--- config.mk ---
export PLATFORM = sky130hd
export DESIGN_NAME = serial_adder
export DESIGN_NICKNAME = d
export VERILOG_FILES = /design/src/rtl/serial_adder.sv
export SDC_FILE = /design/constraint.sdc
export NUM_CORES = 1
export LEC_CHECK = 0
export BUFFER_PORTS_ARGS = -buffer_cell sky130_fd_sc_hd__buf_2
export CAP_MARGIN = 0
export CORE_ASPECT_RATIO = 1.25
export CORE_UTILIZATION = 54
export DETAILED_ROUTE_END_ITERATION = 6
export GPL_ROUTABILITY_DRIVEN = 0
export PLACE_DENSITY = 0.89
export SYNTH_ARGS = -nofsm -noshare
export SYNTH_HDL_FRONTEND = slang
export SYNTH_SLANG_ARGS = --single-unit
export TNS_END_PERCENT = 20
--- constraint.sdc ---
create_clock -name clk -period 1.8 [get_ports clk]
set_input_delay 0.27 -clock clk [delete_from_list [all_inputs] [get_ports clk]]
set_output_delay 0.27 -clock clk [all_outputs]
set_load 0.05 [all_outputs]
--- src/rtl/serial_adder.sv ---
// serial_adder: bit-serial ripple adder, one full-adder cell plus a carry flop.
// Operands are captured on start, then added LSB first, one bit per clock.
// {cout,sum} = a + b + cin; done strobes for one cycle when sum/cout update.
// Optional feature macro: SERIAL_ADDER_OVF_EN enables the signed-overflow
// output; without it ovf is tied to 0 and the MSB carry flop is not built.
module serial_adder #(
    parameter int WIDTH = 8
) (
    input  logic             clk,
    input  logic             rst_n,
    input  logic             start,
    input  logic [WIDTH-1:0] a,
    input  logic [WIDTH-1:0] b,
    input  logic             cin,
    output logic             busy,
    output logic             done,
    output logic [WIDTH-1:0] sum,
    output logic             cout,
    output logic             ovf
);

    localparam int CW = $clog2(WIDTH) + 1;

    localparam logic [1:0] S_IDLE  = 2'd0;
    localparam logic [1:0] S_SHIFT = 2'd1;
    localparam logic [1:0] S_DONE  = 2'd2;

    logic [1:0]       state;
    logic [WIDTH-1:0] a_sr;
    logic [WIDTH-1:0] b_sr;
    logic [WIDTH-1:0] s_sr;
    logic             carry;
    logic [CW-1:0]    count;
    logic             bit_s;
    logic             bit_c;
    logic             last;

    // Single full-adder cell reused every SHIFT cycle on the operand LSBs.
    always_comb begin
        bit_s = a_sr[0] ^ b_sr[0] ^ carry;
        bit_c = (a_sr[0] & b_sr[0]) | (carry & (a_sr[0] ^ b_sr[0]));
    end

    assign last = (count == CW'(WIDTH - 1));

    // Control FSM and datapath; busy/done are flops so outputs stay registered.
    always_ff @(posedge clk) begin
        if (!rst_n) begin
            state <= S_IDLE;
            a_sr  <= '0;
            b_sr  <= '0;
            s_sr  <= '0;
            carry <= 1'b0;
            count <= '0;
            sum   <= '0;
            cout  <= 1'b0;
            busy  <= 1'b0;
            done  <= 1'b0;
        end else begin
            case (state)
                S_IDLE: begin
                    if (start) begin
                        a_sr  <= a;
                        b_sr  <= b;
                        carry <= cin;
                        count <= '0;
                        s_sr  <= '0;
                        state <= S_SHIFT;
                        busy  <= 1'b1;
                    end
                end
                S_SHIFT: begin
                    a_sr  <= a_sr >> 1;
                    b_sr  <= b_sr >> 1;
                    s_sr  <= {bit_s, s_sr[WIDTH-1:1]};
                    carry <= bit_c;
                    count <= count + 1'b1;
                    if (last) begin
                        // Result is taken from the shift register's next value
                        // so it lands on the same edge as the final bit.
                        sum   <= {bit_s, s_sr[WIDTH-1:1]};
                        cout  <= bit_c;
                        state <= S_DONE;
                        done  <= 1'b1;
                    end
                end
                S_DONE: begin
                    state <= S_IDLE;
                    busy  <= 1'b0;
                    done  <= 1'b0;
                end
                default: begin
                    state <= S_IDLE;
                    busy  <= 1'b0;
                    done  <= 1'b0;
                end
            endcase
        end
    end

`ifdef SERIAL_ADDER_OVF_EN
    logic msb_carry;

    // Capture the carry into the MSB one bit early, then compare it with the
    // carry out of the MSB on the final bit to flag signed overflow.
    always_ff @(posedge clk) begin
        if (!rst_n) begin
            msb_carry <= 1'b0;
            ovf       <= 1'b0;
        end else if (state == S_SHIFT) begin
            if (count == CW'(WIDTH - 2)) msb_carry <= bit_c;
            if (last) ovf <= msb_carry ^ bit_c;
        end
    end
`else
    assign ovf = 1'b0;
`endif

endmodule

==> flow_summary.json, run 1 <==
{
  "status": "finished, final reports clean",
  "clockBufferDepth": 2,
  "pin_count": 32,
  "drt_iter0_markers": 39,
  "ant_nets": 0,
  "cts.clk_slew.worst_paths_ps": 130,
  "ys_async_sr_fraction_pct": 0,
  "yosys_warnings": 0,
  "clk_latency_ps": 360,
  "layout_min_cycle_time_ps": 1533,
  "p_leak_nw": 0.7870,
  "cts.sinks": 41,
  "drt-met1-wl_um": 1526,
  "crit_type": "flip-flop to flip-flop",
  "fin_setup_tns_ps": 0,
  "nNetsFinal": 242,
  "synth_xor_area_share_pct": 0,
  "min_from": "a[7]",
  "num_rows": 22,
  "wl_met2_um": 1662,
  "area_growth_syn_to_layout_pct": 14.22,
  "synth-edff-count": 0,
  "start_util_pct": 57.46,
  "hpwl_um": 2200,
  "cp-endpoint": "sum[2]",
  "worst_setup_path_start_kind": "flip-flop",
  "setup_viol": 0,
  "synth_compound_area_share_pct": 23.51,
  "cts_tree": "yes",
  "rr_startpoint": "state[0]",
  "globalRouteTotalUtil_pct": 22.84,
  "relSlewSlack_pct": 57.08,
  "cp.required_ps": 2080,
  "power_w": 0.001775,
  "cts-htree-levels": 2,
  "end_kind": "flip-flop",
  "multi_input_comb_area_um2": 809.5,
  "core_um2": 3000,
  "min_period_over_period_pct": 85.14,
  "die_h_um": 65.18,
  "skew_ps": 14.70,
  "rsz0062_at_grt": "no",
  "syn_nets": 215,
  "register_area_um2": 820.8,
  "synth_top_family_by_area": "compound AO/OA/AOI/OAI gates",
  "min_path_type": "input port to flip-flop",
  "highest_layer": "met4",
  "ir_drop_mv": 0.8297,
  "antenna_found_initial": 0,
  "n_antenna_cell": 0,
  "fp.dieW_um": 52.54,
  "ys_ff_latch": 41,
  "first_global_vias": 1326,
  "die-area_um2": 3424,
  "grt_first_pass_wirelength_um": 5830,
  "synthFlopType": "dfxtp_1",
  "synth.top_cells.by_area": "dfxtp_1, mux2i_1, nand2_1",
  "synthTopCellsByCount": "dfxtp_1, nand2_1, a21oi_1",
  "synthMuxAreaShare_pct": 5.225,
  "tightest_slew_ps": 643.7,
  "cts_hold_buffers": 0,
  "wl_per_cell_um": 13.19,
  "r2r_slack_ps": 270,
  "reg2reg_depth": 4,
  "post_cts_buffers": 0,
  "slew_viol_final": 0,
  "clock.fmax_ghz": 0.6525,
  "cts-root-buf": "clkbuf_4",
  "fillers": 267,
  "drt_pre_antenna_iters": 4,
  "hold_viol": 0,
  "synth_most_common_cell": "dfxtp_1",
  "grt_start_max_net_pins": 45,
  "drc": 0,
  "arrival_ps": 1810,
  "synth_top_area_cell": "dfxtp_1",
  "postSynthCellCount": 193,
  "drt-total-wl_um": 3391,
  "critPathMaxFanout": 14,
  "synthSimpleGateAreaFrac_pct": 16.11,
  "p_per_area_nw_per_um2": 901.4,
  "maxCapViolCount": 0,
  "yosysTopAreaCellShare_pct": 47.61,
  "synthAdderAreaFrac_pct": 1.887,
  "cts-resized-gates": 0,
  "seq_area_frac_synth_pct": 47.61,
  "port_buffers": 30,
  "timing.rr.end": "sum[2]",
  "wl_met3_um": 164,
  "timing.critical_path.from": "state[0]",
  "numCtsBuffers": 5,
  "vias": 1429,
  "via_per_inst": 5.560,
  "drive_gt1_share_pct": 21.27,
  "syn_area_um2": 1724,
  "grt.overflow.total": 0,
  "syn_avg_cell_area_um2": 8.933,
  "synth_cell_type_count": 33
}
## cells in the final DEF (no fill, tap or decap), drive strengths merged, types with 5 or more instances in the layout
master and instances:
dfxtp 41, buf 36, nand2 24, a21oi 16, nor2 15, o21ai 13, nor2b 11, a22oi 10
mux2i 9, o2bb2ai 9, clkbuf 5
## metal layers
layer  vias to the layer above  GRT usage, %
met5                         -             0
met4                         0         7.895
met3                         4         7.407
met2                        41         38.92
met1                       655         26.16
li1                        729             -
## worst min path at each step
stage,end,slack [ps],cells past startpoint
global route,a_sr[7],120,3
floorplan,a_sr[7],420,2
global placement,busy,430,2
finish,a_sr[7],140,3
detailed placement,sum[1],440,2
CTS,a_sr[7],130,3
## logic make-up after synthesis
family / after synthesis
AO/OA/AOI/OAI: 61
adder cells (fa/ha/maj): 2
buffers and inverters: 20
flip-flops: 41
multiplexers: 9
other: 1
AND/OR/NAND/NOR: 59
## worst max-delay path, cell delays in order (launching register included)
cell,delay [ps]
dfxtp_1,620
nor2b_1,220
and4b_1,200
buf_4,210
mux2i_1,210
## layout make-up
class	instances	share of cell area (%)
clock buffer	5	1.906
clock inverter	3	2.351
inverter	4	0.7624
multi-input combinational	132	41.11
sequential	41	41.68
tap	36	2.287
timing repair buffer	36	9.911
## registers in the layout, indices dropped and copies added (netlist names)
register,count
busy,1
b_sr,8
a_sr,8
s_sr,7
state,2
cout,1
count,4
done,1
sum,8
carry,1
## power breakdown
| part | switching, W | total [W] | internal, W | leakage, nW |
|---|---|---|---|---|
| sequential | 0.0000287 | 0.000978 | 0.000949 | 0.335 |
| combinational | 0.000107 | 0.000190 | 0.0000833 | 0.410 |
| clock | 0.000313 | 0.000607 | 0.000294 | 0.0414 |
## through the flow
step	hold slack, ps	instances	setup slack (ps)	area [µm²]	util [%]
floorplan	418.3	193	491.1	1724	-
global placement	434.6	249	380.4	1886	62.84
detailed placement	442.8	249	289.4	1886	62.84
CTS	125.5	257	253.2	1969	65.64
global route	124.6	257	143.7	1969	65.64
finish	140.3	257	267.5	1969	65.64
Note: power is estimated with default switching activity, not from simulation.
==> run 2, diff against run 1 <==
ABC_AREA = 1   (was not set)
==> flow_summary.json, run 2 <==
{
  "drt_iter0_markers": 42,
  "synth-edff-count": 0,
  "status": "finished, final reports clean",
  "slew_viol_final": 0,
  "fin_setup_tns_ps": 0,
  "cp.required_ps": 2050,
  "yosysTopAreaCellShare_pct": 46.76,
  "yosys_warnings": 0,
  "drt-total-wl_um": 3321,
  "clock.fmax_ghz": 0.7156,
  "cts.clk_slew.worst_paths_ps": 110,
  "ys_ff_latch": 41,
  "synth_top_area_cell": "dfxtp_1",
  "critPathMaxFanout": 24,
  "drive_gt1_share_pct": 19.55,
  "min_to": "a_sr[7]",
  "cts-resized-gates": 0,
  "min_period_over_period_pct": 77.63,
  "post_cts_buffers": 0,
  "globalRouteTotalUtil_pct": 23.14,
  "cts.sinks": 41,
  "postSynthCellCount": 237,
  "wl_met3_um": 157,
  "synth_cell_type_count": 23,
  "syn_avg_cell_area_um2": 7.407,
  "wl_met2_um": 1620,
  "synth.top_cells.by_area": "dfxtp_1, nand2_1, nor2_1",
  "skew_ps": 9.566,
  "end_kind": "flip-flop",
  "grt.overflow.total": 0,
  "hpwl_um": 2307,
  "synthFlopType": "dfxtp_1",
  "place_area_um2": 1873,
  "grt_start_max_net_pins": 26,
  "reg_top3": "a_sr (8), b_sr (8), sum (8)",
  "wl_per_cell_um": 11.00,
  "syn_nets": 259,
  "syn_area_um2": 1755,
  "antenna_found_initial": 0,
  "rr_startpoint": "state[0]",
  "hold_viol": 0,
  "maxCapViolCount": 0,
  "num_rows": 22,
  "clk_latency_ps": 350,
  "p_leak_nw": 0.8911,
  "setup_viol": 0,
  "start_util_pct": 57.98,
  "timing.rr.end": "sum[0]",
  "power_w": 0.001736,
  "highest_layer": "met4",
  "seq_area_frac_synth_pct": 46.76,
  "tightest_slew_ps": 550.4,
  "pin_count": 32,
  "synthTopCellsByCount": "nand2_1, dfxtp_1, nor2_1",
  "first_global_vias": 1394,
  "arrival_ps": 1650,
  "numCtsBuffers": 5,
  "drt_pre_antenna_iters": 4,
  "via_per_inst": 5.096,
  "mostFrequentLayoutCells": "nand2_1, dfxtp_1, nor2_1",
  "core_um2": 3028,
  "n_antenna_cell": 0,
  "clockBufferDepth": 2,
  "area_growth_syn_to_layout_pct": 10.83,
  "fp.dieW_um": 53.00,
  "cts-root-buf": "clkbuf_4",
  "crit_type": "flip-flop to flip-flop",
  "r2r_slack_ps": 400,
  "ant_nets": 0,
  "nNetsFinal": 288,
  "layout_min_cycle_time_ps": 1397,
  "relSlewSlack_pct": 63.30,
  "min_path_type": "input port to flip-flop",
  "p_per_area_nw_per_um2": 892.1,
  "min_from": "a[7]",
  "die-area_um2": 3484,
  "ir_drop_mv": 0.6634,
  "final_common_cell": "nand2_1",
  "vias": 1539,
  "grt_first_pass_wirelength_um": 5878,
  "drc": 0,
  "cts_hold_buffers": 0,
  "design_area_um2": 1946,
  "fillers": 300,
  "reg2reg_depth": 5,
  "cts_tree": "yes",
  "drt-met1-wl_um": 1466,
  "cts-htree-levels": 2,
  "synth_most_common_cell": "nand2_1",
  "ys_async_sr_fraction_pct": 0,
  "port_buffers": 30,
  "rsz0062_at_grt": "no",
  "worst_setup_path_start_kind": "flip-flop",
  "min_path_cells": 3,
  "die_h_um": 65.75
}
run 2: cell types whose count changed after synthesis, sizes merged, moves of 7 or more:
cell     before  now
a22oi        10    0
clkbuf       10    3
mux2i         9    0
nand2        24   85
nor2         15   41
nor2b        11    0
o21ai        13   21
o2bb2ai       9    0
run 2: cells by family (layout without fill, tap and decap cells):
logic type | count (synthesis) | count (layout) | share of synthesized area (%)
other | 1 | 1 | 0.2136
AO/OA/AOI/OAI | 44 | 44 | 13.04
buffers and inverters | 19 | 48 | 7.697
flip-flops | 41 | 41 | 46.76
adder cells (fa/ha/maj) | 2 | 2 | 1.853
AND/OR/NAND/NOR | 130 | 130 | 30.43
run 2: routing by layer:
metal / vias up / GRT usage [%]
li1: 800 / -
met1: 689 / 26.15
met2: 43 / 39.72
met3: 7 / 4.861
met4: 0 / 11.84
met5: - / 0
run 2: worst max path at each step:
stage	from	endpoint	slack (ps)
finish	state[0]	sum[0]	400
global route	state[0]	sum[0]	270
CTS	state[0]	sum[0]	390
detailed placement	state[0]	sum[0]	410
global placement	state[0]	sum[0]	480
floorplan	count[0]	cout	640
run 2: cell type report:
cell class	count	area (µm²)	share of cell area [%]
flip-flops and latches	41	820.8	42.19
multi-input cells	177	799.5	41.09
repair buffers	33	172.7	8.875
well taps	36	45.04	2.315
clock inverters	2	35.03	1.801
inverters	8	35.03	1.801
clock buffers	5	37.54	1.929
run 2: critical path, cell delays in order (launching register included):
cell,delay (ps)
dfxtp_1,450
nand2_4,210
inv_6,230
nand2_2,150
o21ai_0,190
nor2_1,60
run 2: per-stage QoR:
step                      cells  hold WS (ps)  setup WS [ps]  utilization [%]
after floorplan             237         413.1          641.9                -
after global placement      295         446.2          479.2            61.86
after detailed placement    295         452.8          405.7            61.86
after CTS                   302         155.0          393.9            64.26
after global routing        302         164.6          272.8            64.26
final                       302         163.4          402.7            64.26
run 2: power by group:
group	internal, W	total (W)	switching, W
clock network	0.000283	0.000566	0.000284
registers	0.000947	0.000973	0.0000260
logic	0.0000714	0.000196	0.000125
total	0.00130	0.00174	0.000434
